$ cat src/rtl/grf_pkg.sv
// Shared register-file types and sizes for the writeback path.
// Also used by the mult/div and load units for their writeback payloads.
package grf_pkg;

  localparam int unsigned REG_ADDR_W = 5;
  localparam int unsigned DATA_W     = 32;
  localparam int unsigned NUM_REGS   = 32;

  typedef struct packed {
    logic [REG_ADDR_W-1:0] addr;
    logic [DATA_W-1:0]     data;
    logic [DATA_W-1:0]     pc;
  } wb_req_t;

endpackage

$ cat src/rtl/grf_wb_arbiter_if.sv
// Writeback request bundle: N_REQ packed requesters with valid/ready handshake.
// The master side is the set of producers; the slave side is the arbiter.
interface grf_wb_arbiter_if
  import grf_pkg::*;
#(
  parameter int unsigned N_REQ = 3
) ();

  logic [N_REQ-1:0]            req_valid;
  logic [N_REQ*REG_ADDR_W-1:0] req_addr;
  logic [N_REQ*DATA_W-1:0]     req_data;
  logic [N_REQ*DATA_W-1:0]     req_pc;
  logic [N_REQ-1:0]            req_ready;

  modport master (
    output req_valid, req_addr, req_data, req_pc,
    input  req_ready
  );

  modport slave (
    input  req_valid, req_addr, req_data, req_pc,
    output req_ready
  );

endinterface

$ cat src/rtl/grf_wb_arbiter_rr.sv
// Combinational round-robin arbiter: first request at or after ptr wins,
// wrapping to index 0. Pointer state lives in the instantiating block.
module rr_arbiter #(
  parameter int unsigned N = 3,
  localparam int unsigned PTR_W = (N > 1) ? $clog2(N) : 1
) (
  input  logic [N-1:0]     req,
  input  logic [PTR_W-1:0] ptr,
  output logic [N-1:0]     gnt_c
);

  logic found;

  // Upper pass covers ptr..N-1, lower pass wraps around to 0..ptr-1.
  always_comb begin
    gnt_c = '0;
    found = 1'b0;
    for (int i = 0; i < N; i++) begin
      if (!found && req[i] && (PTR_W'(i) >= ptr)) begin
        gnt_c[i] = 1'b1;
        found    = 1'b1;
      end
    end
    for (int i = 0; i < N; i++) begin
      if (!found && req[i]) begin
        gnt_c[i] = 1'b1;
        found    = 1'b1;
      end
    end
  end

endmodule

$ cat src/rtl/grf_wb_arbiter.sv
// Shares the register-file write port between writeback sources via round-robin,
// registering the winner into a one-entry commit stage that also feeds forwarding.
module grf_wb_arbiter
  import grf_pkg::*;
#(
  parameter int unsigned N_REQ = 3,
  parameter int unsigned CNT_W = 32
) (
  input  logic                  clk,
  input  logic                  reset,
  grf_wb_arbiter_if.slave       req_if,
  output logic                  grf_we,
  output logic [REG_ADDR_W-1:0] grf_waddr,
  output logic [DATA_W-1:0]     grf_wdata,
  output logic [DATA_W-1:0]     grf_pc,
  output logic                  fwd_valid,
  output logic [REG_ADDR_W-1:0] fwd_addr,
  output logic [DATA_W-1:0]     fwd_data,
  output logic [CNT_W-1:0]      commit_cnt,
  output logic [CNT_W-1:0]      conflict_cnt
);

  localparam int unsigned PTR_W = (N_REQ > 1) ? $clog2(N_REQ) : 1;
  localparam int unsigned NEL_W = $clog2(N_REQ + 1);

  wb_req_t          req_w [N_REQ];
  logic [N_REQ-1:0] elig;
  logic [N_REQ-1:0] zero_addr;
  logic [N_REQ-1:0] gnt;
  logic [NEL_W-1:0] n_elig;
  logic [PTR_W-1:0] win;

  logic [PTR_W-1:0] rr_q, rr_d;
  logic             we_q, we_d;
  wb_req_t          commit_q, commit_d;
  logic [CNT_W-1:0] commit_cnt_q, commit_cnt_d;
  logic [CNT_W-1:0] conflict_cnt_q, conflict_cnt_d;

  // Unpack requesters; writes to $0 are acked directly and never arbitrate.
  always_comb begin
    elig      = '0;
    zero_addr = '0;
    n_elig    = '0;
    for (int i = 0; i < N_REQ; i++) begin
      req_w[i].addr = req_if.req_addr[i*REG_ADDR_W +: REG_ADDR_W];
      req_w[i].data = req_if.req_data[i*DATA_W +: DATA_W];
      req_w[i].pc   = req_if.req_pc[i*DATA_W +: DATA_W];
      elig[i]       = req_if.req_valid[i] && (req_w[i].addr != '0);
      zero_addr[i]  = req_if.req_valid[i] && (req_w[i].addr == '0);
      n_elig        = n_elig + NEL_W'(elig[i]);
    end
  end

  rr_arbiter #(.N(N_REQ)) u_rr (
    .req   (elig),
    .ptr   (rr_q),
    .gnt_c (gnt)
  );

  assign req_if.req_ready = reset ? '0 : (gnt | zero_addr);

  always_comb begin
    win            = '0;
    rr_d           = rr_q;
    we_d           = 1'b0;
    commit_d       = commit_q;
    commit_cnt_d   = commit_cnt_q + CNT_W'(we_q);
    conflict_cnt_d = conflict_cnt_q + CNT_W'(n_elig >= NEL_W'(2));
    for (int i = 0; i < N_REQ; i++) begin
      if (gnt[i]) win = PTR_W'(i);
    end
    if (|gnt) begin
      we_d     = 1'b1;
      commit_d = req_w[win];
      rr_d     = (win == PTR_W'(N_REQ - 1)) ? '0 : win + PTR_W'(1);
    end
  end

  // Synchronous reset drops any write still pending in the commit stage.
  always_ff @(posedge clk) begin
    if (reset) begin
      rr_q           <= '0;
      we_q           <= 1'b0;
      commit_q       <= '0;
      commit_cnt_q   <= '0;
      conflict_cnt_q <= '0;
    end else begin
      rr_q           <= rr_d;
      we_q           <= we_d;
      commit_q       <= commit_d;
      commit_cnt_q   <= commit_cnt_d;
      conflict_cnt_q <= conflict_cnt_d;
    end
  end

  assign grf_we       = we_q;
  assign grf_waddr    = commit_q.addr;
  assign grf_wdata    = commit_q.data;
  assign grf_pc       = commit_q.pc;
  assign fwd_valid    = we_q;
  assign fwd_addr     = commit_q.addr;
  assign fwd_data     = commit_q.data;
  assign commit_cnt   = commit_cnt_q;
  assign conflict_cnt = conflict_cnt_q;

endmodule

$ cat src/flat_wrapper.sv
// flat-port wrapper written by rule: the top's interface ports become plain ports
module grf_wb_arbiter_flat import grf_pkg::*;
#(
  parameter int unsigned N_REQ = 3,
  parameter int unsigned CNT_W = 32
)
  (clk, reset, grf_we, grf_waddr, grf_wdata, grf_pc, fwd_valid, fwd_addr, fwd_data, commit_cnt, conflict_cnt, req_if_req_valid, req_if_req_addr, req_if_req_data, req_if_req_pc, req_if_req_ready);
  grf_wb_arbiter_if #(.N_REQ(N_REQ)) req_if_i ();
  input  logic clk;
  input  logic reset;
  output logic grf_we;
  output logic [REG_ADDR_W-1:0] grf_waddr;
  output logic [DATA_W-1:0] grf_wdata;
  output logic [DATA_W-1:0] grf_pc;
  output logic fwd_valid;
  output logic [REG_ADDR_W-1:0] fwd_addr;
  output logic [DATA_W-1:0] fwd_data;
  output logic [CNT_W-1:0] commit_cnt;
  output logic [CNT_W-1:0] conflict_cnt;
  input wire logic [$bits(req_if_i.req_valid)-1:0] req_if_req_valid;
  input wire logic [$bits(req_if_i.req_addr)-1:0] req_if_req_addr;
  input wire logic [$bits(req_if_i.req_data)-1:0] req_if_req_data;
  input wire logic [$bits(req_if_i.req_pc)-1:0] req_if_req_pc;
  output wire logic [$bits(req_if_i.req_ready)-1:0] req_if_req_ready;
  assign req_if_i.req_valid = req_if_req_valid;
  assign req_if_i.req_addr = req_if_req_addr;
  assign req_if_i.req_data = req_if_req_data;
  assign req_if_i.req_pc = req_if_req_pc;
  assign req_if_req_ready = req_if_i.req_ready;
  grf_wb_arbiter #(.N_REQ(N_REQ), .CNT_W(CNT_W)) u_core (.clk(clk), .reset(reset), .req_if(req_if_i), .grf_we(grf_we), .grf_waddr(grf_waddr), .grf_wdata(grf_wdata), .grf_pc(grf_pc), .fwd_valid(fwd_valid), .fwd_addr(fwd_addr), .fwd_data(fwd_data), .commit_cnt(commit_cnt), .conflict_cnt(conflict_cnt));
endmodule
$ cat config.mk
export PLATFORM = sky130hd
export DESIGN_NAME = grf_wb_arbiter_flat
export DESIGN_NICKNAME = d
export VERILOG_FILES = /design/src/rtl/grf_pkg.sv /design/src/rtl/grf_wb_arbiter_if.sv /design/src/rtl/grf_wb_arbiter_rr.sv /design/src/rtl/grf_wb_arbiter.sv /design/src/flat_wrapper.sv
export SDC_FILE = /design/constraint.sdc
export NUM_CORES = 1
export LEC_CHECK = 0
export BUFFER_PORTS_ARGS = -buffer_cell sky130_fd_sc_hd__buf_2
export CAP_MARGIN = 20
export CORE_AREA = 2 2 152 154
export DETAILED_ROUTE_END_ITERATION = 10
export DIE_AREA = 0 0 154 156
export PLACE_DENSITY = 0.65
export SETUP_SLACK_MARGIN = 0.15
export SYNTH_ARGS = -nofsm -noshare
export SYNTH_HDL_FRONTEND = slang
export SYNTH_SLANG_ARGS = --single-unit
$ cat constraint.sdc
create_clock -name clk -period 3.55 [get_ports clk]
set_input_delay 0.1775 -clock clk [delete_from_list [all_inputs] [get_ports clk]]
set_output_delay 0.1775 -clock clk [all_outputs]
set_load 0.02 [all_outputs]
==> reports/metrics.csv <==
metric,value,unit
status,finished clean,
dp_hpwl,18400,µm
worstHoldStart,req_if_req_addr[10],
netlist.top_cell.by_area,dfxtp_1,
insertion_delay,0.42,ns
ys_top_cells_by_count,"136 x dfxtp_1, 124 x nor2_1, 69 x a211oi_1, 69 x a22oi_1, 64 x a221oi_1",
seq_area_frac_synth,39.1,%
path_clk_slew,0.06,ns
async_flop_share,0,%
drv_slew,0,
design_area,9410,µm²
r2r-end,u_core.commit_cnt[28],
cts_hold_buffers,0,
tritoncts,built,
postRouteAntennaNets,0,
rsz0062_at_grt,false,
yosys_warnings,0,
cts-resized-gates,0,
utilization,42.1,%
fill_cells,2284,
io_pins,387,
syn_area_per_cell,8.56,µm²
drtPass1Iterations,5,
period_needed,2.92,ns
drc,0,
whs,0.0997,ns
grt_use_total,20.6,%
grt_overflow_total,0,
die_area,24000,µm²
crit_fanout,13,
fin_cells,1424,
slew_headroom,42.0,%
irDropWorstVdd,0.214,mV
grt_pass1_wl,39400,µm
finalCritPeriodShare,82.3,%
cts_setup_buffers,0,
drtIter0Drc,484,
fmax,342,MHz
skew,0.00918,ns
maxCapViolCount,0,
synth-edff-count,0,
synth.most_common_cell,dfxtp_1,
tightest_slew,0.870,ns
die_h,156,µm
fin_ws,0.627,ns
setup.worst_path.start_class,primary input,
syn_nets,1031,
coreArea,22400,µm²
hold_violations,0,
crit_required,3.83,ns
arrival,3.20,ns
dpl.cell_count,1386,
numPortBuffers,386,
grt_antenna_before_repair,8,
routed-via-count,7675,
place_area,8790,µm²
cts-root-buf,clkbuf_16,
worstSetupPathType,primary input to register,
area_growth,35.0,%
wl_per_cell,18.0,µm
total_power,4.35,mW
endpoint_kind,register,
clockBufferDepth,2,
pre_cts_ws,0.175,ns
cts_sinks,136,
start_util,31.2,%
reg2regPathDepth,7,
viasPerCell,5.39,
hold_end,u_core.fwd_addr[0],
min_delay_path_depth,3,
fin_tns_setup,0,ns
wl,25600,µm
globalplace.congestion,0.894,
grt_max_degree,70,
p_leak,4.16,nW
hp-class,primary input to register,
ys_types,45,
htreeDepth,4,
nNetsFinal,1337,
yosysTopAreaCellShare,39.1,%
r2r-start,u_core.fwd_valid,
postSynthCellCount,814,
drive_above_1_share,38.8,%
ys.flop_type,dfxtp_1,
die-width,154,µm
yosys_register_bits,136,
synth_area_leaders,"dfxtp_1 39%, a221oi_1 8.0%, a211oi_1 7.4%, a22oi_1 7.4%, nor2_1 6.7%",
synth_area,6970,µm²
cts_buffers,17,
num_rows,55,
grt_pass1_vias,7208,
setup_viol,0,
rrSetupSlack,1.04,ns
power_density,462,nW/µm²
==> layout by cell type, fill, tap and decap left out, drive strengths merged, types with 16 or more instances in the layout <==
cell / instances
clkbuf: 18
nand2: 23
o21ai: 18
buf: 397
nor2: 124
a22oi: 69
or3: 18
a221oi: 64
a21oi: 18
inv: 20
dfxtp: 136
a211oi: 69
xnor2: 36
nand3: 16
==> registers in the layout, summed over array words and instances, names as in the netlist <==
signal,cells
u_core.rr_q,2
u_core.fwd_addr,5
u_core.fwd_valid,1
u_core.conflict_cnt,32
u_core.grf_pc,32
u_core.fwd_data,32
u_core.commit_cnt,32
==> worst max-delay path, cell delays in order <==
cell and delay (ns):
buf_2 0.10, or4_4 0.57, o21a_1 0.28, ha_1 0.32
a21o_1 0.14, ha_1 0.17, ha_1 0.20, nand2_1 0.08
or3_1 0.52, nor4b_1 0.43, xnor2_1 0.16, nor2_1 0.05
==> routing by layer <==
layer / GRT usage, % / share of wire [%] / up-vias
li1: - / - / 3641
met1: 24.9 / 41 / 3631
met2: 34.7 / 48 / 347
met3: 5.42 / 7.2 / 54
met4: 9.17 / 3.4 / 2
met5: 0 / 0.043 / -
==> worst max path at each step <==
stage,slack [ns],start,cells past startpoint,to
final,0.63,req_if_req_addr[0],12,u_core.conflict_cnt[26]
after global routing,0.41,req_if_req_addr[0],12,u_core.conflict_cnt[24]
after CTS,0.62,req_if_req_addr[0],12,u_core.conflict_cnt[26]
after global placement,0.20,req_if_req_addr[0],12,u_core.conflict_cnt[26]
after floorplan,0.55,req_if_req_addr[10],12,u_core.conflict_cnt[30]
after detailed placement,0.17,req_if_req_addr[0],12,u_core.conflict_cnt[26]
==> area by class of cell <==
class | instances | area [µm²] | area share (%)
clock inverter | 14 | 161 | 1.72
inverter | 13 | 48.8 | 0.519
antenna | 6 | 15.0 | 0.160
sequential | 136 | 2720 | 28.9
multi-input combinational | 555 | 3590 | 38.2
timing repair buffer | 397 | 2070 | 22.0
tap | 285 | 357 | 3.79
clock buffer | 18 | 439 | 4.67
==> cells by family after synthesis <==
kind of cell / after synthesis / share of synthesized area (%)
xor gates and xnor gates: 45 / 5.66
DFF: 136 / 39.1
and+or+nand+nor: 249 / 17.1
adders and majority gates: 5 / 0.898
AOI/OAI and AO/OA: 256 / 27.6
buffers and inverters: 123 / 9.59
==> power by group <==
group,switching (mW),internal [mW]
Clock,0.757,1.07
Sequential,0.0636,1.62
Combinational,0.510,0.326
(Power assumes the default switching activity.)
